===== src/rtl/axi4_stream_pkt_gen_pkg.sv =====
// Shared types and helpers for the AXI4-Stream packet generator.
//   state_t        : generator FSM states
//   beats_per_pkt  : ceil(len / bytes)
//   last_keep      : TKEEP mask for the final beat of a packet (caller slices)
//   pattern_byte   : deterministic payload byte for packet p, beat b, lane i
package axi4_stream_pkt_gen_pkg;

   typedef enum logic [1:0] {
      ST_IDLE,
      ST_SEND,
      ST_DONE
   } state_t;

   function automatic int unsigned beats_per_pkt(input int unsigned len,
                                                 input int unsigned bytes);
      return (len + bytes - 1) / bytes;
   endfunction

   // A length that fills the last beat exactly keeps every lane.
   function automatic logic [63:0] last_keep(input int unsigned len,
                                             input int unsigned bytes);
      int unsigned rem;
      rem = len % bytes;
      if (rem == 0) return '1;
      return ~(~64'd0 << rem);
   endfunction

   function automatic logic [7:0] pattern_byte(input int unsigned p,
                                               input int unsigned b,
                                               input int unsigned i,
                                               input int unsigned bytes);
      return 8'(p + b * bytes + i);
   endfunction

endpackage


===== src/rtl/axi4_stream_pkt_ctr.sv =====
// Beat / packet counter pair for the packet generator.
//   clk, rst   : clock, asynchronous active-high reset
//   load       : clear both counters and latch beats-per-packet / packet count
//   en         : advance one beat (one handshake)
//   nb, npkt   : beats per packet and packets per run, latched on load
//   nb_q       : latched beats per packet
//   last_beat  : current beat is the final beat of its packet
//   last_pkt   : current packet is the final packet of the run
//   beat_nxt, pkt_nxt : indices of the beat that follows the current one
module axi4_stream_pkt_ctr
   import axi4_stream_pkt_gen_pkg::*;
#(
   parameter int NBW  = 17,
   parameter int CNTW = 16
) (
   input  logic            clk,
   input  logic            rst,
   input  logic            load,
   input  logic            en,
   input  logic [NBW-1:0]  nb,
   input  logic [CNTW-1:0] npkt,
   output logic [NBW-1:0]  nb_q,
   output logic            last_beat,
   output logic            last_pkt,
   output logic [NBW-1:0]  beat_nxt,
   output logic [CNTW-1:0] pkt_nxt
);

   logic [NBW-1:0]  beat;
   logic [CNTW-1:0] pkt;
   logic [CNTW-1:0] npkt_q;

   assign last_beat = (beat == nb_q - NBW'(1));
   assign last_pkt  = (pkt == npkt_q - CNTW'(1));
   assign beat_nxt  = last_beat ? '0 : beat + NBW'(1);
   assign pkt_nxt   = last_beat ? pkt + CNTW'(1) : pkt;

   always_ff @(posedge clk or posedge rst) begin
      if (rst) begin
         beat   <= '0;
         pkt    <= '0;
         nb_q   <= '0;
         npkt_q <= '0;
      end else if (load) begin
         beat   <= '0;
         pkt    <= '0;
         nb_q   <= nb;
         npkt_q <= npkt;
      end else if (en) begin
         beat <= beat_nxt;
         pkt  <= pkt_nxt;
      end
   end

endmodule


===== src/rtl/axi4_stream_pkt_gen.sv =====
// AXI4-Stream packet source: pkt_count packets of len_bytes bytes each,
// byte lane i of beat b in packet p carries (p + b*BYTES + i) mod 256.
//   ACLK, RST          : clock, asynchronous active-high reset
//   start              : run request, honoured only in IDLE
//   len_bytes          : packet length in bytes (latched on start)
//   pkt_count          : packets in the run (latched on start)
//   TREADY / TVALID .. : AXI4-Stream master channel, all outputs registered
//   busy               : packets are being sent
//   done               : one-cycle pulse after the final handshake
module axi4_stream_pkt_gen
   import axi4_stream_pkt_gen_pkg::*;
#(
   parameter int DATA_WIDTH = 32,
   parameter int ID_WIDTH   = 8,
   parameter int DEST_WIDTH = 2,
   parameter int NUM_DEST   = 4,
   parameter int LEN_WIDTH  = 16
) (
   input  logic                    ACLK,
   input  logic                    RST,
   input  logic                    start,
   input  logic [LEN_WIDTH-1:0]    len_bytes,
   input  logic [15:0]             pkt_count,
   input  logic                    TREADY,
   output logic                    TVALID,
   output logic [DATA_WIDTH-1:0]   TDATA,
   output logic [DATA_WIDTH/8-1:0] TKEEP,
   output logic [DATA_WIDTH/8-1:0] TSTRB,
   output logic                    TLAST,
   output logic [ID_WIDTH-1:0]     TID,
   output logic [DEST_WIDTH-1:0]   TDEST,
   output logic                    busy,
   output logic                    done
);

   localparam int BYTES = DATA_WIDTH / 8;
   localparam int NBW   = LEN_WIDTH + 1;

   state_t                state_q, state_nxt;
   logic [LEN_WIDTH-1:0]  len_q;
   logic [NBW-1:0]        nb_in, nb_q, beat_nxt;
   logic [15:0]           pkt_nxt;
   logic                  last_beat, last_pkt;
   logic                  accept, nonzero, hs, fin;

   // Payload of the beat to be presented after this edge.
   logic [15:0]           pl_p;
   logic [NBW-1:0]        pl_b, pl_nb;
   logic [LEN_WIDTH-1:0]  pl_len;
   logic [63:0]           km;
   logic [DATA_WIDTH-1:0] pl_data;
   logic [BYTES-1:0]      pl_keep;
   logic                  pl_last;

   assign nb_in   = NBW'(beats_per_pkt(32'(len_bytes), BYTES));
   assign nonzero = (len_bytes != '0) && (pkt_count != '0);
   assign accept  = (state_q == ST_IDLE) && start;
   assign hs      = TVALID && TREADY;
   assign fin     = hs && last_beat && last_pkt;
   assign TSTRB   = TKEEP;

   axi4_stream_pkt_ctr #(
      .NBW  (NBW),
      .CNTW (16)
   ) u_ctr (
      .clk       (ACLK),
      .rst       (RST),
      .load      (accept),
      .en        (hs),
      .nb        (nb_in),
      .npkt      (pkt_count),
      .nb_q      (nb_q),
      .last_beat (last_beat),
      .last_pkt  (last_pkt),
      .beat_nxt  (beat_nxt),
      .pkt_nxt   (pkt_nxt)
   );

   always_ff @(posedge ACLK or posedge RST) begin
      if (RST) begin
         state_q <= ST_IDLE;
         len_q   <= '0;
      end else begin
         state_q <= state_nxt;
         if (accept) len_q <= len_bytes;
      end
   end

   always_comb begin
      state_nxt = state_q;
      case (state_q)
         ST_IDLE: if (start) state_nxt = nonzero ? ST_SEND : ST_DONE;
         ST_SEND: if (fin) state_nxt = ST_DONE;
         ST_DONE: state_nxt = ST_IDLE;
         default: state_nxt = ST_IDLE;
      endcase
   end

   // In IDLE the next beat is beat 0 of packet 0 of the new run, using the
   // live inputs; otherwise it is the successor of the beat on the bus.
   always_comb begin
      pl_p   = '0;
      pl_b   = '0;
      pl_nb  = nb_q;
      pl_len = len_q;
      if (state_q == ST_IDLE) begin
         pl_nb  = nb_in;
         pl_len = len_bytes;
      end else begin
         pl_p = pkt_nxt;
         pl_b = beat_nxt;
      end
      pl_last = (pl_b == pl_nb - NBW'(1));
      km      = last_keep(32'(pl_len), BYTES);
      pl_keep = pl_last ? km[BYTES-1:0] : '1;
      pl_data = '0;
      for (int i = 0; i < BYTES; i++)
         pl_data[8*i +: 8] = pattern_byte(32'(pl_p), 32'(pl_b), i, BYTES);
   end

   always_ff @(posedge ACLK or posedge RST) begin
      if (RST) begin
         TVALID <= 1'b0;
         busy   <= 1'b0;
         done   <= 1'b0;
         TDATA  <= '0;
         TKEEP  <= '0;
         TLAST  <= 1'b0;
         TID    <= '0;
         TDEST  <= '0;
      end else begin
         TVALID <= (state_nxt == ST_SEND);
         busy   <= (state_nxt == ST_SEND);
         done   <= (state_nxt == ST_DONE);
         if ((accept && nonzero) || (hs && !fin)) begin
            TDATA <= pl_data;
            TKEEP <= pl_keep;
            TLAST <= pl_last;
            TID   <= ID_WIDTH'(pl_p);
            TDEST <= DEST_WIDTH'(32'(pl_p) % NUM_DEST);
         end else if (fin) begin
            TDATA <= '0;
            TKEEP <= '0;
            TLAST <= 1'b0;
            TID   <= '0;
            TDEST <= '0;
         end
      end
   end

endmodule


===== config.mk =====
export PLATFORM = sky130hd
export DESIGN_NAME = axi4_stream_pkt_gen
export DESIGN_NICKNAME = d
export VERILOG_FILES = /design/src/rtl/axi4_stream_pkt_gen_pkg.sv /design/src/rtl/axi4_stream_pkt_ctr.sv /design/src/rtl/axi4_stream_pkt_gen.sv
export SDC_FILE = /design/constraint.sdc
export NUM_CORES = 1
export LEC_CHECK = 0
export CAP_MARGIN = 10
export CORE_ASPECT_RATIO = 0.8
export CORE_UTILIZATION = 60
export DETAILED_ROUTE_END_ITERATION = 12
export DONT_BUFFER_PORTS = 1
export PLACE_DENSITY = 0.76
export SLEW_MARGIN = 20
export SYNTH_ARGS = -nofsm -noshare
export SYNTH_HDL_FRONTEND = slang
export SYNTH_HIERARCHICAL = 1
export SYNTH_SLANG_ARGS = --single-unit
export TNS_END_PERCENT = 1

===== constraint.sdc =====
create_clock -name ACLK -period 14 [get_ports ACLK]
set_input_delay 2.8 -clock ACLK [delete_from_list [all_inputs] [get_ports ACLK]]
set_output_delay 2.8 -clock ACLK [all_outputs]
set_load 0.01 [all_outputs]

==> metrics.txt <==
status=completed; commonest non-fill, non-tap cell in the layout=dfrtp_1; met1 usage=40.46%; DRC viols=0; setup violators final=0; skew final=0.008022 ns; Cells after DPL=1160; pre-CTS setup slack=8.510 ns; Crit path arrival time=5.87 ns; fin worst setup slack=8.422 ns; nets=1048; measured slew at the worst slew-check pin=0.9281 ns; final worst-path cycle share=39.84%; share of cells above drive strength 1=12.10%; diode count=0; worst-skew pair later-pin latency=0.42 ns; vias in the first global route=6944; Req. time, crit path=14.29 ns; worst path cell trace=inv_1 -> ha_1 -> nor3b_2 -> nand4_1 -> mux2i_1 -> a2111oi_0 -> nand4_1 -> buf_4 -> nor2_1 -> buf_4 -> nor2_1 -> xor2_1 -> xnor2_1 -> nor2_1 -> a2111oi_0 -> a31oi_1 -> a2111oi_2 -> nand4_1 -> nor4b_4 -> a21oi_1; IO Port Bufs=0; die height=110.6 µm; total CTS buffers=17; Via density=6.341; total grt overflow=0; CTS resizes=0; Placement Cell Area=0.008726 mm²; GR Layer Usage met2=44.72%; largest net degree at the start of global routing=88; Yosys warnings=6; f_max=179.3 MHz; most frequent cells in the layout=113 x dfrtp_1, 104 x nor2_1, 88 x nand2_1, 75 x xnor2_1, 62 x o21ai_0; CTS H-tree depth=4; DRT antenna net count=0; I/O pin count=90; post-CTS setup buffers=0; most used routing layer=met2; CTS max path bufs=2; area delta synth->final=5.385%; Max IR drop VDD=0.0001741 V; minimum clock period=5.578 ns; die width=137.8 µm; PwrDens=154.0 mW/mm²; Fin. Hold Viols=0; Syn Area/Cell=8.383 µm²; Root Driver=clkbuf_16; Critical Path Max Stage Delay=0.58 ns; synthesized area=0.008852 mm²; Startpoint Class=register; critical path type=register to register; number of fill cells=1216; Clock transition at path regs=0.06 ns; CTS sink count=113; row cnt=39; maxcap violations=0; cts hold-fix bufs=0; Post-Layout Cell Count=1192; CP delay by family, top=simple AND/OR/NAND/NOR gates; CP max stage cell=nor3b_2; Initial Utilization=61.70%; P_leak=3.727 nW; Overall Power=1.436 mW; DP HPWL=14.91 mm; core box area=0.01435 mm²; CTS tree=yes; Crit Path Max Fanout=29; vias post-DR=7558; Final Max Slew Viols=0; final WL=21.43 mm; initial antenna violation count=0; Buf+Inv Stages, Crit Path=3; Die Area=0.01525 mm²; GR Util All Layers=29.13%; relative slew slack=38.13%; Wirelength per Cell=17.98 µm; drt pass-1 iters=9; final setup TNS=0 ns; GP Congestion=0.8964; RSZ-0062 raised after global routing=false; hold crit path type=register to register; first-pass GRT wire length=34.85 mm; Cells after Synth=1056; fin area=0.009329 mm²; DRT iter0 DRCs=503; met3 Use GR=6.749%; CP endpoint kind=register
final cells by class:
class | count | area [µm²] | share of cell area [%]
timing repair buffer | 11 | 82.58 | 0.8852
sequential | 113 | 2828 | 30.31
inverter | 28 | 106.4 | 1.140
clock buffer | 19 | 452.9 | 4.855
multi-input combinational | 824 | 5480 | 58.74
tap | 184 | 230.2 | 2.468
clock inverter | 13 | 148.9 | 1.596
metal layers:
| layer | part of all wire [%] | vias up |
|---|---|---|
| met5 | 0 | - |
| met4 | 1.8 | 0 |
| met3 | 5.6 | 33 |
| met2 | 46 | 214 |
| met1 | 46 | 3688 |
| li1 | - | 3623 |
where the power goes:
part	switching, mW	internal (mW)	total [mW]
logic	0.274	0.216	0.491
registers	0.111	0.388	0.500
clock network	0.172	0.274	0.446
stage by stage:
step,hold slack (ns),utilization [%]
after floorplan,0.4786,-
after global placement,0.4895,60.82
after detailed placement,0.5014,60.82
after CTS,0.5138,65.02
after global routing,0.5294,65.03
final,0.5124,65.03
state kept, by name, indices dropped and copies added (netlist names):
signal        count
TDATA            30
TID               6
TKEEP             4
TLAST             1
busy              1
done              1
len_q             2
state_q           2
u_ctr/beat       17
u_ctr/nb_q       17
u_ctr/npkt_q     16
u_ctr/pkt        16
worst paths after layout:
path	startpoint	to	slack, ns	depth (start not counted)
min	len_q[0]	len_q[0]	0.51	1
min reg2reg	len_q[0]	len_q[0]	0.51	1
max in group asynchronous	RST	u_ctr/nb_q[16]	10.90	2
min in group asynchronous	RST	TID[7]	2.39	1
max reg2reg	u_ctr/nb_q[0]	TKEEP[1]	8.42	20
max	u_ctr/nb_q[0]	TKEEP[1]	8.42	20
(Power assumes the default switching activity.)
